===== src/rtl/monitor_pkg.sv =====
// Shared definitions for the monitor hold-off scheduler: FSM encoding,
// default timebase and the saturating hold-off load computation.
package monitor_pkg;

    typedef enum logic {
        ST_IDLE  = 1'b0,
        ST_COUNT = 1'b1
    } state_e;

    // 1 s per i_compare unit at a 10 kHz clock
    localparam int unsigned TICKS_PER_UNIT_DEF = 10000;

    // ticks * compare, clipped to the largest value a cnt_w-bit counter holds.
    // The product is formed wide enough that it can never wrap before the clip.
    function automatic logic [31:0] calc_load(input logic [3:0]  compare,
                                              input int unsigned ticks,
                                              input int unsigned cnt_w);
        logic [63:0] prod;
        logic [63:0] lim;
        prod = 64'(ticks) * 64'(compare);
        lim  = (64'd1 << cnt_w) - 64'd1;
        if (prod > lim) begin
            prod = lim;
        end
        return prod[31:0];
    endfunction

endpackage


===== src/rtl/monitor_edge_detect.sv =====
// One monitored channel: previous-sample register, polarity-qualified
// invalid-edge pulse and the sticky pending flag owned by the scheduler.
module monitor_edge_detect
    import monitor_pkg::*;
(
    input  logic i_clk,
    input  logic i_reset,
    input  logic i_arm,
    input  logic i_signal,
    input  logic i_polarity,
    input  logic i_set,
    input  logic i_clear,
    output logic o_edge,
    output logic o_pending
);

    logic r_buf_q;
    logic r_buf_d;
    logic pending_q;
    logic pending_d;

    // Edge qualification and pending next-state; a set in the same cycle as a clear wins
    always_comb begin
        r_buf_d   = i_signal;
        o_edge    = i_arm & (r_buf_q != i_signal) & (i_signal == ~i_polarity);
        pending_d = i_set | (pending_q & ~i_clear);
    end

    // Previous sample tracks the input every cycle, reset included, so the
    // level present during reset is the reference for the first compare
    always_ff @(posedge i_clk) begin
        r_buf_q <= r_buf_d;
    end

    // Pending flag register
    always_ff @(posedge i_clk) begin
        if (i_reset) begin
            pending_q <= 1'b0;
        end else begin
            pending_q <= pending_d;
        end
    end

    assign o_pending = pending_q;

endmodule


===== src/rtl/monitor_holdoff_scheduler.sv =====
// Multi-channel validity supervisor. Every channel flags itself not-valid on
// an invalid edge; one shared hold-off counter is handed out round-robin and
// a channel is released once its input has stayed quiet for the hold-off.
module monitor_holdoff_scheduler
    import monitor_pkg::*;
#(
    parameter  int unsigned N_CH           = 4,
    parameter  int unsigned CNT_W          = 18,
    parameter  int unsigned TICKS_PER_UNIT = TICKS_PER_UNIT_DEF,
    localparam int unsigned AW             = $clog2(N_CH)
) (
    input  logic            i_clk,
    input  logic            i_reset,
    input  logic            i_enable,
    input  logic [N_CH-1:0] i_signal,
    input  logic [N_CH-1:0] i_polarity,
    input  logic [3:0]      i_compare,
    output logic [N_CH-1:0] o_valid,
    output logic            o_busy,
    output logic [AW-1:0]   o_active_ch,
    output logic [7:0]      o_fault_count
);

    logic            prime_q;
    logic            prime_d;
    logic            arm;
    logic [N_CH-1:0] edge_w;
    logic [N_CH-1:0] pending_w;
    logic [N_CH-1:0] clear_vec;

    state_e          state_q;
    state_e          state_d;
    logic [CNT_W-1:0] cnt_q;
    logic [CNT_W-1:0] cnt_d;
    logic [AW-1:0]   active_q;
    logic [AW-1:0]   active_d;
    logic [AW-1:0]   rr_q;
    logic [AW-1:0]   rr_d;
    logic            busy_q;
    logic            busy_d;
    logic [7:0]      fault_q;
    logic [7:0]      fault_d;

    logic [CNT_W-1:0] load_val;
    logic            grant_found;
    logic [AW-1:0]   grant_idx;

    // Detection is masked for the single cycle following reset release
    always_comb begin
        prime_d = 1'b0;
        arm     = i_enable & ~prime_q;
    end

    // Prime flag register
    always_ff @(posedge i_clk) begin
        if (i_reset) begin
            prime_q <= 1'b1;
        end else begin
            prime_q <= prime_d;
        end
    end

    for (genvar c = 0; c < N_CH; c++) begin : g_ch
        monitor_edge_detect u_edge (
            .i_clk      (i_clk),
            .i_reset    (i_reset),
            .i_arm      (arm),
            .i_signal   (i_signal[c]),
            .i_polarity (i_polarity[c]),
            .i_set      (edge_w[c]),
            .i_clear    (clear_vec[c]),
            .o_edge     (edge_w[c]),
            .o_pending  (pending_w[c])
        );
    end

    // Hold-off length for the current i_compare, clipped to the counter width
    always_comb begin
        load_val = CNT_W'(calc_load(i_compare, TICKS_PER_UNIT, CNT_W));
    end

    // First pending channel at or after the round-robin pointer, wrapping
    always_comb begin : p_grant
        logic [AW:0] sum;
        sum         = '0;
        grant_found = 1'b0;
        grant_idx   = '0;
        for (int i = 0; i < int'(N_CH); i++) begin
            sum = {1'b0, rr_q} + (AW+1)'(i);
            if (sum >= (AW+1)'(N_CH)) begin
                sum = sum - (AW+1)'(N_CH);
            end
            if (!grant_found && pending_w[sum[AW-1:0]]) begin
                grant_found = 1'b1;
                grant_idx   = sum[AW-1:0];
            end
        end
    end

    // One fault per cycle with any detected edge, saturating
    always_comb begin
        fault_d = fault_q;
        if ((|edge_w) && (fault_q != 8'hFF)) begin
            fault_d = fault_q + 8'd1;
        end
    end

    // Scheduler next-state: grant in IDLE, count/reload/release in COUNT.
    // A fresh edge on the owner restarts its hold-off even on the terminal cycle.
    always_comb begin
        state_d   = state_q;
        cnt_d     = cnt_q;
        active_d  = active_q;
        rr_d      = rr_q;
        busy_d    = busy_q;
        clear_vec = '0;
        case (state_q)
            ST_IDLE: begin
                busy_d = 1'b0;
                if (grant_found) begin
                    active_d = grant_idx;
                    cnt_d    = load_val;
                    busy_d   = 1'b1;
                    state_d  = ST_COUNT;
                end
            end
            ST_COUNT: begin
                if (edge_w[active_q]) begin
                    cnt_d = load_val;
                end else if (cnt_q != '0) begin
                    cnt_d = cnt_q - CNT_W'(1);
                end else begin
                    clear_vec[active_q] = 1'b1;
                    rr_d    = (active_q == AW'(N_CH - 1)) ? '0 : active_q + AW'(1);
                    busy_d  = 1'b0;
                    state_d = ST_IDLE;
                end
            end
            default: begin
                state_d = ST_IDLE;
                busy_d  = 1'b0;
            end
        endcase
    end

    // Scheduler, timer and fault counter registers
    always_ff @(posedge i_clk) begin
        if (i_reset) begin
            state_q  <= ST_IDLE;
            cnt_q    <= '0;
            active_q <= '0;
            rr_q     <= '0;
            busy_q   <= 1'b0;
            fault_q  <= 8'd0;
        end else begin
            state_q  <= state_d;
            cnt_q    <= cnt_d;
            active_q <= active_d;
            rr_q     <= rr_d;
            busy_q   <= busy_d;
            fault_q  <= fault_d;
        end
    end

    assign o_valid       = ~pending_w;
    assign o_busy        = busy_q;
    assign o_active_ch   = active_q;
    assign o_fault_count = fault_q;

endmodule


===== config.mk =====
export PLATFORM = sky130hd
export DESIGN_NAME = monitor_holdoff_scheduler
export DESIGN_NICKNAME = d
export VERILOG_FILES = /design/src/rtl/monitor_pkg.sv /design/src/rtl/monitor_edge_detect.sv /design/src/rtl/monitor_holdoff_scheduler.sv
export SDC_FILE = /design/constraint.sdc
export NUM_CORES = 1
export LEC_CHECK = 0
export ABC_AREA = 1
export ABC_CLOCK_PERIOD_IN_PS = 3200
export BUFFER_PORTS_ARGS = -buffer_cell sky130_fd_sc_hd__buf_2
export CAP_MARGIN = 10
export CORE_MARGIN = 1
export CORE_UTILIZATION = 30
export DETAILED_ROUTE_END_ITERATION = 8
export GPL_TIMING_DRIVEN = 0
export PLACE_DENSITY = 0.44
export SLEW_MARGIN = 20
export SYNTH_ARGS = -nofsm -noshare
export SYNTH_HDL_FRONTEND = slang
export SYNTH_SLANG_ARGS = --single-unit

===== constraint.sdc =====
create_clock -name i_clk -period 3.2 [get_ports i_clk]
set_input_delay 0.64 -clock i_clk [delete_from_list [all_inputs] [get_ports i_clk]]
set_output_delay 0.64 -clock i_clk [all_outputs]
set_load 0.02 [all_outputs]

==> metrics.csv, run 1 <==
metric,value,unit
syn_nets,538,
postCtsResizedCells,0,
status,finished clean,
min-delay-start,i_reset,
synth_cells,500,
total_power,2.588,mW
synthMostInstantiatedCell,nand2_1,
whs_path_depth,1,
antenna_found_initial,0,
worst_pin_slew,606.0,ps
rsz0062_at_grt,false,
drc_errors,0,
areaGrowthSynthToFinish,13.11,%
worstReg2RegStart,o_active_ch[0],
cts_root_buffer,clkbuf_8,
stdcell_count,677,
final_layout_size_suffix_gt1_frac,0.1788,
clock_latency,310,ps
post-route-period-util,0.8940,
ff2ff_setup_slack,1380,ps
place_ws,0.05551,ps
hpwl,6624,um
path_class,primary input to flip-flop,
ant_nets,0,
synth_area,0.003321,mm2
synthDistinctLibCells,38,
dpl_cell_area,0.003641,mm2
yosys.area.top_type,dfxtp_1,
synth_top_area_share,0.2472,
diodes,0,
p_leak,1.874,nW
power_density,688.9,mW/mm2
worst_setup_path_start_kind,primary input,
cts_setup_buffers,0,
synth.avg_cell_area,6.641,um2
io_pins,30,
synth_seq_cells,41,
place_congestion,0.8146,
ys_top_cells_by_area,"dfxtp_1 25%, nand2_1 18%, ha_1 7.5%",
worstPathMaxFanout,7,
ys_seq_area_frac,0.2472,
clock.fmax,0.3495,GHz
grt-ovfl-total,0,
setup_ws,339.2,ps
vias,3101,
die_h,107.2,um
hold_path.class,primary input to flip-flop,
grt_max_degree,15,
core_area,0.01079,mm2
clk_pin_slew,100,ps
drt-total-wl,8496,um
grt_pass1_wl,14280,um
htreeDepth,2,
cts.sinks,41,
numCtsBuffers,5,
skew,16.44,ps
num-nets-final,574,
hold_viol,0,
dp.cells,669,
async_flop_share,0,
fin_util,0.3480,
synth_warnings,0,
cp_data_required_time,3440,ps
synth_flop_cell,dfxtp_1,
crit_arrival,3100,ps
endpoint_kind,flip-flop,
max-vdd-ir-drop,0.0002577,V
cts_tree,yes,
period_minus_slack,2861,ps
grt_usage,0.1584,
hold_buffers,0,
die_area,0.01149,mm2
setup_viol,0,
reg2regPathDepth,8,
hold_ws,443.9,ps
final.setup.tns,0,ps
final_area,0.003756,mm2
drt-wirelength-per-cell,12.55,um
rows,38,
port_buffers,29,
drt_first_pass_iters,4,
relSlewSlack,0.5960,
r2r-end,g_ch[1].u_edge.o_pending,
die_x,107.2,um
start_util,0.3077,
dr.first_iter.drc_count,99,
viasPerCell,4.581,
clk_path_buf_depth,2,
synth_edf_count,0,
synth.top_cells.by_count,"162 x nand2_1, 61 x inv_1, 41 x dfxtp_1",
max_cap_violations,0,
grt_pass1_vias,2998,
holdPathEnd,prime_q,
maxSlewViolCount,0,
cell families (layout without fill, tap and decap cells):
logic type      after synthesis  after routing  share of synthesized area
compound gates               43             43                    0.07348
flops                        41             41                     0.2472
simple gates                300            300                     0.4393
fa+ha+maj                    23             23                    0.09344
buf+inv                      77            114                     0.1044
xor+xnor                     16             16                    0.04220
worst max path at each step:
stage | depth (start not counted) | to | startpoint | slack, ps
2_1_floorplan | 14 | cnt_q[16] | i_compare[1] | 480
3_3_place_gp | 15 | cnt_q[16] | i_compare[2] | -20
3_5_place_dp | 15 | cnt_q[16] | i_compare[2] | 0.06
4_1_cts | 16 | cnt_q[16] | i_compare[2] | 310
5_1_grt | 16 | cnt_q[16] | i_compare[2] | 150
6_report | 16 | cnt_q[16] | i_compare[2] | 340
state kept, by name (all words and copies together), names as in the netlist:
signal                 cells
cnt_q                     18
o_fault_count              8
g_ch.u_edge.o_pending      4
g_ch.u_edge.r_buf_q        4
o_active_ch                2
rr_q                       2
o_busy                     1
prime_q                    1
state_q                    1
where the power goes:
group	switching [mW]	leakage [nW]	internal, mW
sequential	0.103	0.337	0.608
clock	0.211	0.0543	0.234
combinational	0.930	1.48	0.501
area by class of cell:
class                   count  area, um2
fillers                  1196       7037
repair buffers             29      145.1
multi-input cells         382       2153
plain buffers              12      97.59
well taps                 140      175.2
clock buffers               5      68.82
clock inverters             3      46.29
flip-flops and latches     41      820.8
inverters                  65      249.0
worst max-delay path: stages:
cell      delay [ps]
buf_2            190
inv_1            160
fa_1             520
inv_1             40
ha_1             280
inv_1             60
fa_1             460
inv_1            100
nand4_1          120
o211ai_1         120
nand2_1           70
nand2_1           80
nand2_1           70
nand2_1           70
nor2_2            40
nor2_2            80
metal layers:
layer	global-route usage	wire length [um]
met1	0.2030	4209
met2	0.2724	3845
met3	0.02249	247
met4	0.04990	193
met5	0	0
cells in the final DEF, fill, tap and decap left out, drive strengths merged:
cell        n
clkinvlp    1
a31oi       1
clkbuf     10
o2111ai     1
xor2       12
ha         20
nand3      41
o21ai      21
and2        1
nand3b      2
or2         4
inv        65
buf        36
nand2     171
a21oi      18
nand4      20
bufinv      1
o211ai      2
xnor2       4
nor2       60
nor3        1
clkinv      1
fa          3
dfxtp      41
(Power assumes the default switching activity.)
==> run 2: changes to the inputs <==
--- a/config.mk
+++ b/config.mk
@@ -9,11 +9,12 @@
 export ABC_CLOCK_PERIOD_IN_PS = 3200
 export BUFFER_PORTS_ARGS = -buffer_cell sky130_fd_sc_hd__buf_2
 export CAP_MARGIN = 10
+export CORE_ASPECT_RATIO = 0.7
 export CORE_MARGIN = 1
 export CORE_UTILIZATION = 30
 export DETAILED_ROUTE_END_ITERATION = 8
 export GPL_TIMING_DRIVEN = 0
-export PLACE_DENSITY = 0.44
+export PLACE_DENSITY_LB_ADDON = 0.2
 export SLEW_MARGIN = 20
 export SYNTH_ARGS = -nofsm -noshare
 export SYNTH_HDL_FRONTEND = slang
==> metrics.csv, run 2 (synthesis gave the netlist of run 1 again) <==
metric,value,unit
dr.first_iter.drc_count,191,
clk_path_buf_depth,2,
start_util,0.3148,
postCtsResizedCells,0,
worstPathMaxFanout,7,
regMostFlops,cnt_q,
drt-wirelength-per-cell,12.56,um
fin_util,0.3610,
hold_viol,0,
htreeDepth,2,
clk_pin_slew,60,ps
grt_max_degree,13,
io_pins,30,
path_class,primary input to flip-flop,
cts_root_buffer,clkbuf_16,
hpwl,6774,um
crit_path_max_incr_delay,530,ps
setup_viol,0,
cp_data_required_time,3390,ps
cts_setup_buffers,0,
skew,2.912,ps
antenna_found_initial,0,
worst_pin_slew,618.4,ps
grt_pass1_wl,14700,um
die_h,90.03,um
final_layout_size_suffix_gt1_frac,0.1788,
ff2ff_setup_slack,1410,ps
die_x,127.8,um
place_congestion,0.9134,
clock.fmax,0.3421,GHz
rsz0062_at_grt,false,
dpl_cell_area,0.003651,mm2
layout_commonest_cell,nand2_1,
largest_register_ffs,18,
num-nets-final,574,
core_area,0.01055,mm2
crit_arrival,3110,ps
die_area,0.01150,mm2
viasPerCell,4.600,
grt-ovfl-total,0,
cts.sinks,41,
maxSlewViolCount,0,
hold_path.class,primary input to flip-flop,
status,finished clean,
cts_tree,yes,
p_leak,1.900,nW
crit_top_cell,inv_1,
drc_errors,0,
relSlewSlack,0.5878,
final_cell_mix,"162 x nand2_1, 61 x inv_1, 41 x dfxtp_1",
max-vdd-ir-drop,0.0002717,V
drt-total-wl,8605,um
post-route-period-util,0.9136,
worst_setup_path_start_kind,primary input,
areaGrowthSynthToFinish,14.69,%
drt_first_pass_iters,4,
hold_buffers,0,
power_density,708.4,mW/mm2
rows,31,
numCtsBuffers,5,
vias,3151,
crit_slowest_cell,fa_1,
clock_latency,290,ps
crit_chain,buf_2 > inv_1 > fa_1 > inv_1 > ha_1 > inv_1 > fa_1 > inv_1 > nand4_1 > o2111ai_1 > nand2_1 > nand2_1 > nand2_1 > nor2_2 > nor2_2,
endpoint_kind,flip-flop,
grt_usage,0.1608,
port_buffers,29,
diodes,0,
ant_nets,0,
final_area,0.003809,mm2
period_minus_slack,2923,ps
max_cap_violations,0,
grt_pass1_vias,3011,
==> run 2: through the flow <==
stage / power, mW / TNS [ps] / cells / setup slack (ps) / hold WS (ps)
2_1_floorplan: 1.830 / 0 / 500 / 476.2 / 452.8
3_3_place_gp: 2.147 / 0 / 677 / 33.87 / 472.4
3_5_place_dp: 2.152 / -35.57 / 677 / -35.57 / 478.2
4_1_cts: 2.705 / 0 / 685 / 262.5 / 472.3
5_1_grt: 2.947 / 0 / 685 / 113.3 / 477.1
6_report: 2.698 / 0 / 685 / 276.6 / 476.6
==> run 2: layout make-up <==
type / instances / area (um2)
Multi-Input combinational cell: 382 / 2153
Clock inverter: 1 / 5.005
Tap cell: 148 / 185.2
Sequential cell: 41 / 820.8
Clock buffer: 7 / 152.6
Timing Repair Buffer: 29 / 145.1
Buffer: 12 / 97.59
Inverter: 65 / 249.0
Fill cell: 1150 / 6741
==> run 2: layer usage <==
layer  GRT usage  wire (um)
met1      0.2424       4744
met2      0.2337       3436
met3     0.02976        367
met4     0.03333         57
met5           0          0
==> run 2: worst paths after layout <==
path,start,to,depth (start not counted)
hold / removal,i_reset,prime_q,1
setup reg to reg,cnt_q[0],cnt_q[12],10
setup / recovery,i_compare[2],cnt_q[16],15
hold reg to reg,o_fault_count[3],o_fault_count[3],2
==> run 2: report_power, final <==
part / leakage (nW) / switching [mW] / internal (mW)
Combinational: 1.48 / 0.941 / 0.501
Sequential: 0.337 / 0.103 / 0.609
Clock: 0.0799 / 0.213 / 0.331
==> run 2: worst max-delay path: cells and delay by family <==
family                     cells  cell delay [ps]
adders and majority gates      3             1290
AOI/OAI and AO/OA              1              120
buffers and inverters          5              540
and+or+nand+nor                6              520
==> run 3: changes to the inputs <==
--- a/config.mk
+++ b/config.mk
@@ -5,15 +5,15 @@
 export SDC_FILE = /design/constraint.sdc
 export NUM_CORES = 1
 export LEC_CHECK = 0
-export ABC_AREA = 1
+export ABC_AREA = 0
 export ABC_CLOCK_PERIOD_IN_PS = 3200
 export BUFFER_PORTS_ARGS = -buffer_cell sky130_fd_sc_hd__buf_2
 export CAP_MARGIN = 10
 export CORE_ASPECT_RATIO = 0.7
 export CORE_MARGIN = 1
 export CORE_UTILIZATION = 30
+export CTS_BUF_LIST = sky130_fd_sc_hd__clkbuf_8
 export DETAILED_ROUTE_END_ITERATION = 8
-export GPL_TIMING_DRIVEN = 0
 export PLACE_DENSITY_LB_ADDON = 0.2
 export SLEW_MARGIN = 20
 export SYNTH_ARGS = -nofsm -noshare
==> metrics.csv, run 3 <==
metric,value,unit
die_h,81.45,um
crit_chain,buf_2 > inv_1 > fa_1 > inv_1 > ha_1 > inv_1 > fa_1 > nor2b_1 > o21ai_0 > nor2b_1 > xnor2_1 > mux2_4 > a32o_1,
place_ws,11.37,ps
layout_commonest_cell,dfxtp_1,
grt-ovfl-total,0,
relSlewSlack,0.5854,
synth.avg_cell_area,8.247,um2
reg2regPathDepth,7,
htreeDepth,2,
rsz0062_at_grt,false,
drc_errors,0,
final_layout_size_suffix_gt1_frac,0.1613,
vias,2471,
path_class,primary input to flip-flop,
endpoint_kind,flip-flop,
synth_flop_cell,dfxtp_1,
hold_buffers,0,
grt_pass1_wl,11310,um
hold_ws,465.4,ps
yosys.area.top_type,dfxtp_1,
crit_slowest_cell,fa_1,
rows,28,
antenna_found_initial,0,
skew,6.869,ps
regMostFlops,cnt_q,
drt-total-wl,6684,um
synth_seq_cells,41,
port_buffers,29,
grt_max_degree,30,
crit_arrival,3080,ps
maxSlewViolCount,0,
clock_latency,290,ps
cp_data_required_time,3390,ps
clk_pin_slew,90,ps
hold_path.class,primary input to flip-flop,
num-nets-final,409,
cts.sinks,41,
crit_top_cell,inv_1,
start_util,0.3152,
dp.cells,484,
cts_setup_buffers,0,
seq_area,820.8,um2
syn_nets,366,
nFillCells,903,
status,finished clean,
post-route-period-util,0.9032,
dr.first_iter.drc_count,160,
final_cell_mix,"41 x dfxtp_1, 32 x inv_1, 29 x buf_2",
ant_nets,0,
synth_edf_count,0,
synth_top_area_share,0.3034,
worst_setup_path_start_kind,primary input,
areaGrowthSynthToFinish,18.50,%
final_area,0.003206,mm2
diodes,0,
worst_pin_slew,616.3,ps
synthDistinctLibCells,59,
p_leak,1.295,nW
core_area,0.008583,mm2
cts_tree,yes,
setup_ws,309.8,ps
setup_viol,0,
die_x,115.5,um
grt_pass1_vias,2255,
place_congestion,0.8018,
hpwl,5115,um
grt_usage,0.1531,
clock.fmax,0.3460,GHz
hold_viol,0,
ys_seq_area_frac,0.3034,
synth.top_cells.by_count,"41 x dfxtp_1, 32 x inv_1, 27 x nor2_1",
io_pins,30,
drt_first_pass_iters,4,
die_area,0.009406,mm2
synthMostInstantiatedCell,dfxtp_1,
synth_cells,328,
numCtsBuffers,5,
max_cap_violations,0,
multiInputGateArea,0.001723,mm2
power_density,569.4,mW/mm2
postCtsResizedCells,0,
whs_path_depth,1,
worstPathMaxFanout,2,
largest_register_ffs,18,
synth_area,0.002705,mm2
final.setup.tns,0,ps
stdcell_count,492,
dpl_cell_area,0.003072,mm2
drt-wirelength-per-cell,13.59,um
clk_path_buf_depth,2,
max-vdd-ir-drop,0.0002114,V
viasPerCell,5.022,
ys_top_cells_by_area,"dfxtp_1 30%, ha_1 9.3%, mux2i_1 4.4%",
async_flop_share,0,
crit_path_max_incr_delay,540,ps
period_minus_slack,2890,ps
synth_warnings,0,
cts_root_buffer,clkbuf_8,
[run 3: cell count changes after synthesis, moves of 10 or more]
cell and delta:
nand2_1 -139, inv_1 -29, nand3_1 -20, nor2_2 -16, nand4_1 -15, nor2_1 -13, mux2i_1 +12, o21ai_0 +12
xor2_1 -11, o21ai_1 -10
[run 3: cells by family after synthesis]
logic type,after synthesis,share of synthesized area
AO/OA/AOI/OAI,81,0.2012
XOR/XNOR,13,0.04209
adder cells (fa/ha/maj),23,0.1147
buffers and inverters,40,0.05967
flip-flops,41,0.3034
multiplexers,14,0.05412
AND/OR/NAND/NOR,116,0.2248
[run 3: worst max-delay path, delay by kind of cell]
| kind | cells | cell delay [ps] |
|---|---|---|
| adder cells (fa/ha/maj) | 3 | 1260 |
| multiplexers | 1 | 260 |
| AND/OR/NAND/NOR | 2 | 260 |
| buffers and inverters | 4 | 250 |
| XOR/XNOR | 1 | 110 |
| AO/OA/AOI/OAI | 2 | 290 |
[run 3: worst paths after layout]
| kind | from | endpoint | slack (ps) |
|---|---|---|---|
| worst max-delay path | i_compare[1] | cnt_q[14] | 310 |
| worst max register to register | cnt_q[2] | cnt_q[16] | 840 |
| worst min register to register | o_busy | o_busy | 480 |
| worst min-delay path | i_signal[1] | g_ch[1].u_edge.r_buf_q | 470 |
[run 3: area by class of cell]
cell class / count / area share
multi-input cells: 247 / 0.5375
well taps: 120 / 0.04684
repair buffers: 44 / 0.08041
clock inverters: 3 / 0.02030
inverters: 32 / 0.03747
flip-flops and latches: 41 / 0.2561
clock buffers: 5 / 0.02147
[run 3: routing by layer]
layer / share of wire / track usage
met5: 0 / 0
met4: 0.0054 / 0.03117
met3: 0.050 / 0.02583
met2: 0.39 / 0.2162
met1: 0.56 / 0.2379
[run 3: power breakdown]
part           internal (mW)  switching (mW)  total (mW)
Combinational          0.285           0.422       0.707
Clock                  0.310           0.191       0.501
Sequential             0.563          0.0535       0.617
[run 3: stage by stage]
stage / power, mW / util
2_1_floorplan: 1.126 / -
3_3_place_gp: 1.334 / 0.3579
3_5_place_dp: 1.326 / 0.3579
4_1_cts: 1.831 / 0.3735
5_1_grt: 1.951 / 0.3735
6_report: 1.825 / 0.3735
